### config.mk
export PLATFORM = sky130hd
export DESIGN_NAME = aes_run_controller
export DESIGN_NICKNAME = d
export VERILOG_FILES = /design/src/rtl/aes_run_controller_pkg.sv /design/src/rtl/aes_run_controller_watchdog.sv /design/src/rtl/aes_run_controller.sv
export SDC_FILE = /design/constraint.sdc
export NUM_CORES = 1
export LEC_CHECK = 0
export CORE_AREA = 10 10 299 301
export CTS_BUF_LIST = sky130_fd_sc_hd__clkbuf_8
export CTS_CLUSTER_SIZE = 8
export DETAILED_ROUTE_END_ITERATION = 12
export DIE_AREA = 0 0 309 311
export GPL_TIMING_DRIVEN = 1
export SETUP_SLACK_MARGIN = 0.1
export SLEW_MARGIN = 15
export SYNTH_ARGS = -nofsm -noshare
export SYNTH_HDL_FRONTEND = slang
export SYNTH_SLANG_ARGS = --single-unit
### constraint.sdc
create_clock -name clk -period 2.6 [get_ports clk]
set_clock_uncertainty 0.05 [all_clocks]
set_input_delay 0.78 -clock clk [delete_from_list [all_inputs] [get_ports clk]]
set_output_delay 0.78 -clock clk [all_outputs]
set_load 0.01 [all_outputs]
### src/rtl/aes_run_controller_pkg.sv
// Shared definitions for the AES run sequencer: FSM encoding and the status byte
// layout that firmware reads back from output memory offset 0x050.
package aes_run_controller_pkg;

    typedef enum logic [2:0] {
        S_IDLE,
        S_LOAD,
        S_PRE,
        S_START,
        S_WAIT,
        S_CAPTURE,
        S_FINISH
    } run_state_t;

    localparam int STATUS_DONE_BIT    = 0;
    localparam int STATUS_TIMEOUT_BIT = 1;
    localparam int STATUS_BUSY_BIT    = 2;

    function automatic logic [7:0] status_byte(input logic done, input logic timeout,
                                               input logic busy);
        logic [7:0] s;
        s                     = '0;
        s[STATUS_DONE_BIT]    = done;
        s[STATUS_TIMEOUT_BIT] = timeout;
        s[STATUS_BUSY_BIT]    = busy;
        return s;
    endfunction

endpackage

### src/rtl/aes_run_controller_watchdog.sv
// Per-encryption watchdog: restarted on every core trigger, flags expiry after
// TIMEOUT_CYCLES cycles counted from the trigger cycle itself.
module aes_run_controller_watchdog #(
    parameter int TIMEOUT_CYCLES = 1024
) (
    input  logic clk,
    input  logic reset,
    input  logic load,
    input  logic run,
    output logic expired,
    output logic first_cycle
);

    localparam int CNT_W = $clog2(TIMEOUT_CYCLES + 1);

    logic [CNT_W-1:0] count;

    // The trigger cycle counts as cycle 0, so the first wait cycle sees a count of 1.
    always_ff @(posedge clk) begin
        if (reset) begin
            count <= '0;
        end else if (load) begin
            count <= CNT_W'(1);
        end else if (run && !expired) begin
            count <= count + CNT_W'(1);
        end
    end

    assign expired     = (count == CNT_W'(TIMEOUT_CYCLES - 1));
    assign first_cycle = (count == CNT_W'(1));

endmodule

### src/rtl/aes_run_controller.sv
// Sequencer between the USB register map and the AES core: runs 1..256 chained
// encryptions per host go edge, frames them with a scope trigger, reports status.
module aes_run_controller
    import aes_run_controller_pkg::*;
#(
    parameter int TIMEOUT_CYCLES = 1024,
    parameter int TRIG_PRE       = 0
) (
    input  logic         clk,
    input  logic         reset,
    input  logic         go,
    input  logic [7:0]   repeat_cnt,
    input  logic [127:0] key_in,
    input  logic [127:0] pt_in,
    output logic [127:0] aes_key,
    output logic [127:0] aes_plaintext,
    output logic         aes_trigger,
    input  logic         aes_done,
    input  logic [127:0] aes_ciphertext,
    output logic [127:0] ct_out,
    output logic [7:0]   runs_done,
    output logic         busy,
    output logic         done,
    output logic         timeout,
    output logic         scope_trig
);

    run_state_t state, state_nxt;

    logic       go_q;
    logic [7:0] rep_q;
    logic [3:0] pre_cnt;
    logic       wd_expired;
    logic       wd_first;
    logic       go_edge;
    logic       done_seen;
    logic [8:0] runs_next;
    logic       last_run;

    assign go_edge     = go && !go_q;
    // The core may still show the previous result in the first wait cycle.
    assign done_seen   = aes_done && !wd_first;
    assign runs_next   = {1'b0, runs_done} + 9'd1;
    assign last_run    = (runs_next == ({1'b0, rep_q} + 9'd1));
    assign aes_trigger = (state == S_START);

    aes_run_controller_watchdog #(
        .TIMEOUT_CYCLES(TIMEOUT_CYCLES)
    ) u_watchdog (
        .clk        (clk),
        .reset      (reset),
        .load       (state == S_START),
        .run        (state == S_WAIT),
        .expired    (wd_expired),
        .first_cycle(wd_first)
    );

    always_comb begin
        state_nxt = state;
        case (state)
            S_IDLE:    if (go_edge) state_nxt = S_LOAD;
            S_LOAD:    state_nxt = (TRIG_PRE == 0) ? S_START : S_PRE;
            S_PRE:     if (pre_cnt == 4'(TRIG_PRE - 1)) state_nxt = S_START;
            S_START:   state_nxt = S_WAIT;
            S_WAIT: begin
                if (done_seen)       state_nxt = S_CAPTURE;
                else if (wd_expired) state_nxt = S_IDLE;
            end
            S_CAPTURE: state_nxt = last_run ? S_FINISH : S_START;
            S_FINISH:  state_nxt = S_IDLE;
            default:   state_nxt = S_IDLE;
        endcase
    end

    always_ff @(posedge clk) begin
        if (reset) begin
            state         <= S_IDLE;
            go_q          <= 1'b0;
            rep_q         <= '0;
            pre_cnt       <= '0;
            busy          <= 1'b0;
            done          <= 1'b0;
            timeout       <= 1'b0;
            scope_trig    <= 1'b0;
            runs_done     <= '0;
            aes_key       <= '0;
            aes_plaintext <= '0;
            ct_out        <= '0;
        end else begin
            state <= state_nxt;
            go_q  <= go;
            case (state)
                S_LOAD: begin
                    aes_key       <= key_in;
                    aes_plaintext <= pt_in;
                    rep_q         <= repeat_cnt;
                    runs_done     <= '0;
                    pre_cnt       <= '0;
                    done          <= 1'b0;
                    timeout       <= 1'b0;
                    busy          <= 1'b1;
                    scope_trig    <= 1'b1;
                end
                S_PRE: pre_cnt <= pre_cnt + 4'd1;
                S_WAIT: begin
                    if (!done_seen && wd_expired) begin
                        timeout    <= 1'b1;
                        busy       <= 1'b0;
                        scope_trig <= 1'b0;
                    end
                end
                S_CAPTURE: begin
                    // Each result seeds the next encryption of the chain.
                    ct_out        <= aes_ciphertext;
                    aes_plaintext <= aes_ciphertext;
                    runs_done     <= runs_next[7:0];
                end
                S_FINISH: begin
                    busy       <= 1'b0;
                    done       <= 1'b1;
                    scope_trig <= 1'b0;
                end
                default: ;
            endcase
        end
    end

endmodule
==> summary.md, run 1 <==
| Metric | Value |
|---|---|
| Max Freq | 0.4169 GHz |
| Crit end category | output port |
| FP Rows | 106 |
| Post-synthesis cell area | 16,260 um^2 |
| GRT Residual Overflow | 0 |
| Max-slew violation count | 0 |
| Post-route minimum period | 2399 ps |
| Critical setup path kind | flip-flop to output port |
| Fin nets | 3,100 |
| Final setup viols | 0 |
| Most common cell after layout, fill and taps aside | clkdlybuf4s50_1 |
| First-pass GRT wire length | 107.0 mm |
| Initial antenna violation count | 10 |
| Avg Cell Area, Syn | 8.357 um^2 |
| Clk slew on worst S/H paths | 50 ps |
| Top delay family on crit path | buffers and inverters |
| FILL cells | 8,825 |
| Worst setup margin | 201.1 ps |
| Post-synthesis cell count | 1,946 |
| Final-report hold violation count | 0 |
| Hold buffers post-CTS | 0 |
| Top FF cell, synth | dfxtp_1 |
| DR iter-0 viols | 824 |
| CTS Buffer Depth | 3 |
| Commonest cells after routing, fill and taps aside | clkdlybuf4s50_1, nand2_1, dfxtp_1 |
| Reg2reg path depth | 7 |
| Pre-Repair DR Iteration Count | 7 |
| EDFF count, synth | 0 |
| CP max-delay cell | clkdlybuf4s50_1 |
| CTS root buffer | clkbuf_8 |
| Crit path launch type | flip-flop |
| Post_cts resized | 88 |
| Async SR Flop Fraction | 0% |
| Die footprint | 96,100 um^2 |
| VDD IR-drop max | 0.3568 mV |
| Final Hold Slack | 399.2 ps |
| Layout cells sized above 1 | 5.699% |
| Core Region | 83,290 um^2 |
| Number of global-route vias before repair | 15,970 |
| Clock sink count | 422 |
| Drt drc | 0 |
| CTS buffer count | 81 |
| Clock latency on the worst-skew pair | 650 ps |
| Initial Utilization | 19.52% |
| Post-DP HPWL | 56.32 mm |
| FF+latch count, synth | 422 |
| Via Count | 16,360 |
| Largest net degree at the start of global routing | 136 |
| Hold Crit Class | flip-flop to flip-flop |
| Ordered cell list for the critical path | clkdlybuf4s50_1 |
| P per Cell Area | 671.0 nW/um^2 |
| Worst-path maximum fanout | 2 |
| Area leader, netlist | dfxtp_1 |
| Netlist cell types | 43 |
| Placed cell area | 25,400 um^2 |
| CP bufs+invs | 1 |
| GRT Util Overall | 14.57% |
| CP Depth | 1 |
| Area growth, synth to finish | 65.28% |
| Post-synthesis sequential area ratio | 51.95% |
| Drt wl/cell | 19.38 um |
| Tot Pwr | 18.04 mW |
| Avg Vias per Cell | 4.259 |
| H-tree depth | 3 |
| Die Span X | 309 um |
| Io pins | 793 |
| Share of the synthesized area in the top cell type | 51.95% |
| GPL Wtd Cong | 0.8603 |
| Routed Antenna Nets | 0 |
| Largest stage delay, worst path | 580 ps |
| Leak pwr | 9.881 nW |
| Slew @ Worst Pin | 764.5 ps |
| WHS Path Cells | 2 |
| Pre-CTS WS | 454.8 ps |
| Final cycle utilization of the critical path | 92.27% |
| RSZ-0062 raised after global routing | no |
| Final Instance Area | 26,880 um^2 |
| PortBufs | 792 |
| Die Ht | 311 um |
| Total wire length | 74.43 mm |
| Data arrival, critical path | 1570 ps |
| Total setup buffers inserted after CTS | 0 |
| Main area contributors after synthesis | dfxtp_1, nand2_1, a21oi_1 |
| Max Cap Viol | 0 |
| Setup TNS | 0 ps |
| CTS tree | done |
| Worst EP required | 1770 ps |
| Synth warn | 0 |
| Slew HR | 49.03% |
| Net count after synthesis | 2,347 |
| Status | finished, final reports clean |
## report_power, final
group | internal (mW) | switching, mW | leakage [nW]
clock | 3.33 | 3.01 | 0.895
combinational | 2.11 | 2.16 | 5.55
sequential | 7.09 | 0.334 | 3.44
total | 12.5 | 5.51 | 9.88
## cells by family after synthesis
logic type / count (synthesis) / share of synthesized area [%]
and+or+nand+nor: 767 / 18.58
AOI/OAI and AO/OA: 434 / 15.63
DFF: 422 / 51.95
buffers and inverters: 161 / 3.993
muxes: 130 / 8.002
xor gates and xnor gates: 27 / 1.454
adders and majority gates: 5 / 0.3847
## metrics by stage
| step | cells | utilization (%) |
|---|---|---|
| after floorplan | 1946 | - |
| after global placement | 3696 | 30.50 |
| after detailed placement | 3696 | 30.50 |
| after CTS | 3835 | 32.19 |
| after global routing | 3838 | 32.26 |
| final | 3840 | 32.27 |
## path summary, 6_finish.rpt
path	from	slack (ps)	endpoint
max	ct_out[41]	200	ct_out[41]
min	ct_out[84]	400	ct_out[84]
max reg2reg	runs_done[0]	520	state[2]
min reg2reg	ct_out[84]	400	ct_out[84]
## routing by layer
metal  GRT usage (%)  wire length (um)
met1           16.24             28730
met2           24.83             35840
met3           5.852              7708
met4           4.943              2121
met5               0                27
## Yosys cell counts (9+ instances only)
cell type / n
a211oi_1: 129
a21oi_1: 280
buf_2: 30
clkbuf_1: 118
dfxtp_1: 422
mux2i_1: 130
nand2_1: 552
nand4_1: 9
nor2_1: 159
nor3_1: 12
o21ai_0: 10
xnor2_1: 12
xor2_1: 15
## sequential cells by signal (all words and copies together), names as in the netlist
register,count
aes_key,128
runs_done,8
rep_q,8
aes_plaintext,128
done,1
u_watchdog.count,11
go_q,1
scope_trig,1
timeout,1
pre_cnt,4
state,3
ct_out,128
## final cells by class
type,count,area (um^2),area share [%]
clock inverter,51,309.0,1.150
multi-input combinational,1363,7197,26.78
timing repair buffer,828,8333,31.00
antenna,5,12.51,0.04655
clock buffer,88,1211,4.506
sequential,422,8453,31.45
inverter,3,11.26,0.04190
tap,1080,1351,5.027
Power figures use the tool's default switching activity.
==> inputs of run 2 (changes only) <==
--- a/config.mk
+++ b/config.mk
@@ -12,6 +12,7 @@
 export DIE_AREA = 0 0 309 311
 export GPL_TIMING_DRIVEN = 1
 export SETUP_SLACK_MARGIN = 0.1
+export SKIP_CTS_REPAIR_TIMING = 1
 export SLEW_MARGIN = 15
 export SYNTH_ARGS = -nofsm -noshare
 export SYNTH_HDL_FRONTEND = slang
==> run 2 against run 1 <==
Compared with the run above: combinational power grew 2%; setup slack lost 27 ps; fmax shrank 1.1%; total power grew 0.37%; cell count is the same; core utilization grew 0.34 points; clock-buffer cell count is the same; cell area grew 1.1%; sequential share of layout area shrank 0.32 points.
==> summary.md, run 2 (synthesis results as in run 1) <==
| Metric | Value |
|---|---|
| Ordered cell list for the critical path | clkdlybuf4s50_1 |
| Data arrival, critical path | 1600 ps |
| Largest net degree at the start of global routing | 136 |
| Commonest cells after routing, fill and taps aside | clkdlybuf4s50_1, nand2_1, dfxtp_1 |
| Most common cell after layout, fill and taps aside | clkdlybuf4s50_1 |
| Placed cells | 3,696 |
| FP Rows | 106 |
| Max Cap Viol | 0 |
| VDD IR-drop max | 0.3575 mV |
| Hold Crit Class | flip-flop to flip-flop |
| Placed cell area | 25,400 um^2 |
| Crit path launch type | flip-flop |
| Post-DP HPWL | 56.32 mm |
| Total wire length | 74.44 mm |
| Crit end category | output port |
| GRT Residual Overflow | 0 |
| Final Hold Slack | 399.2 ps |
| Gate power share | 24.0% |
| CTS tree | done |
| CP bufs+invs | 1 |
| Top delay family on crit path | buffers and inverters |
| CTS Buffer Depth | 3 |
| Core Region | 83,290 um^2 |
| Fin nets | 3,100 |
| RSZ-0062 raised after global routing | no |
| Total internal power | 12.60 mW |
| Slew @ Worst Pin | 754.6 ps |
| Die Ht | 311 um |
| Layout cells sized above 1 | 5.699% |
| Clock latency on the worst-skew pair | 650 ps |
| DR iter-0 viols | 881 |
| GPL Wtd Cong | 0.8603 |
| P per Cell Area | 666.5 nW/um^2 |
| Initial Utilization | 19.52% |
| Post-route minimum period | 2426 ps |
| Final cycle utilization of the critical path | 93.32% |
| CTS root buffer | clkbuf_8 |
| Status | finished, final reports clean |
| Clk slew on worst S/H paths | 50 ps |
| Worst setup margin | 173.7 ps |
| Pre-Repair DR Iteration Count | 5 |
| Clock power share | 35.0% |
| Critical setup path kind | flip-flop to output port |
| Pre-CTS WS | 454.8 ps |
| H-tree depth | 3 |
| Final Instance Area | 27,160 um^2 |
| Flop pwr share | 41.0% |
| Setup TNS | 0 ps |
| Area growth, synth to finish | 67.03% |
| Die Span X | 309 um |
| Final core utilization | 32.61% |
| Initial antenna violation count | 10 |
| Largest stage delay, worst path | 560 ps |
| Regs by FF count | aes_key (128), aes_plaintext (128), ct_out (128) |
| Die footprint | 96,100 um^2 |
| CTS buffer count | 81 |
| Via Count | 16,320 |
| Max-slew violation count | 0 |
| First-pass GRT wire length | 107.1 mm |
| Avg Vias per Cell | 4.251 |
| Slew HR | 49.70% |
| GRT Util Overall | 14.58% |
| Drt drc | 0 |
| Switching share of power | 30.42% |
| Final Non-Filler Cells | 3,840 |
| Final setup viols | 0 |
| Routed Antenna Nets | 0 |
| Tot Pwr | 18.10 mW |
| Worst EP required | 1770 ps |
| Worst-path maximum fanout | 2 |
| Max Freq | 0.4122 GHz |
| Number of global-route vias before repair | 15,970 |
| Final-report hold violation count | 0 |
| Drt wl/cell | 19.38 um |
| PortBufs | 792 |
| Clock sink count | 422 |
| Net switching power | 5.506 mW |
| Io pins | 793 |
| CP max-delay cell | clkdlybuf4s50_1 |
| Leak pwr | 10.68 nW |
-- run 2: changes by cell type in the layout (fill, tap and decap cells not counted) --
| cell | previous run | this run |
|---|---|---|
| clkdlybuf4s50_1 | 682 | 701 |
| clkbuf_2 | 1 | 0 |
| dfxtp_2 | 1 | 2 |
| dlygate4sd2_1 | 86 | 0 |
| dlymetal6s2s_1 | 22 | 90 |
| dfxtp_1 | 420 | 419 |
-- run 2: routing by layer --
layer | part of all wire (%) | vias up | wire length (um) | global-route usage, %
met5 | 0.036 | - | 27 | 0
met4 | 2.6 | 4 | 1948 | 4.943
met3 | 11 | 121 | 7839 | 5.900
met2 | 48 | 632 | 36080 | 24.84
met1 | 38 | 7485 | 28540 | 16.23
li1 | - | 8080 | - | -
-- run 2: power groups by stage --
| stage | clock (mW) | combinational (mW) | sequential (mW) |
|---|---|---|---|
| final | 6.34 | 4.34 | 7.43 |
| after global routing | 6.86 | 4.71 | 7.50 |
| after CTS | 6.62 | 4.42 | 7.43 |
| after detailed placement | 0 | 4.40 | 7.57 |
| after global placement | 0 | 4.40 | 7.55 |
| after floorplan | 0 | 1.59 | 7.81 |
-- run 2: final cells by class --
cell class | instances | area [um^2]
repair buffers | 828 | 8616
well taps | 1080 | 1351
inverters | 3 | 11.26
flip-flops and latches | 422 | 8454
fillers | 8793 | 56130
clock buffers | 88 | 1211
multi-input cells | 1363 | 7197
diodes | 5 | 12.51
clock inverters | 51 | 309.0
-- run 2: final timing paths --
path | start | endpoint | slack (ps) | cells after the start
worst min register to register | ct_out[84] | ct_out[84] | 400 | 2
worst max-delay path | aes_key[27] | aes_key[27] | 170 | 1
worst min-delay path | ct_out[84] | ct_out[84] | 400 | 2
worst max register to register | runs_done[0] | state[2] | 510 | 7
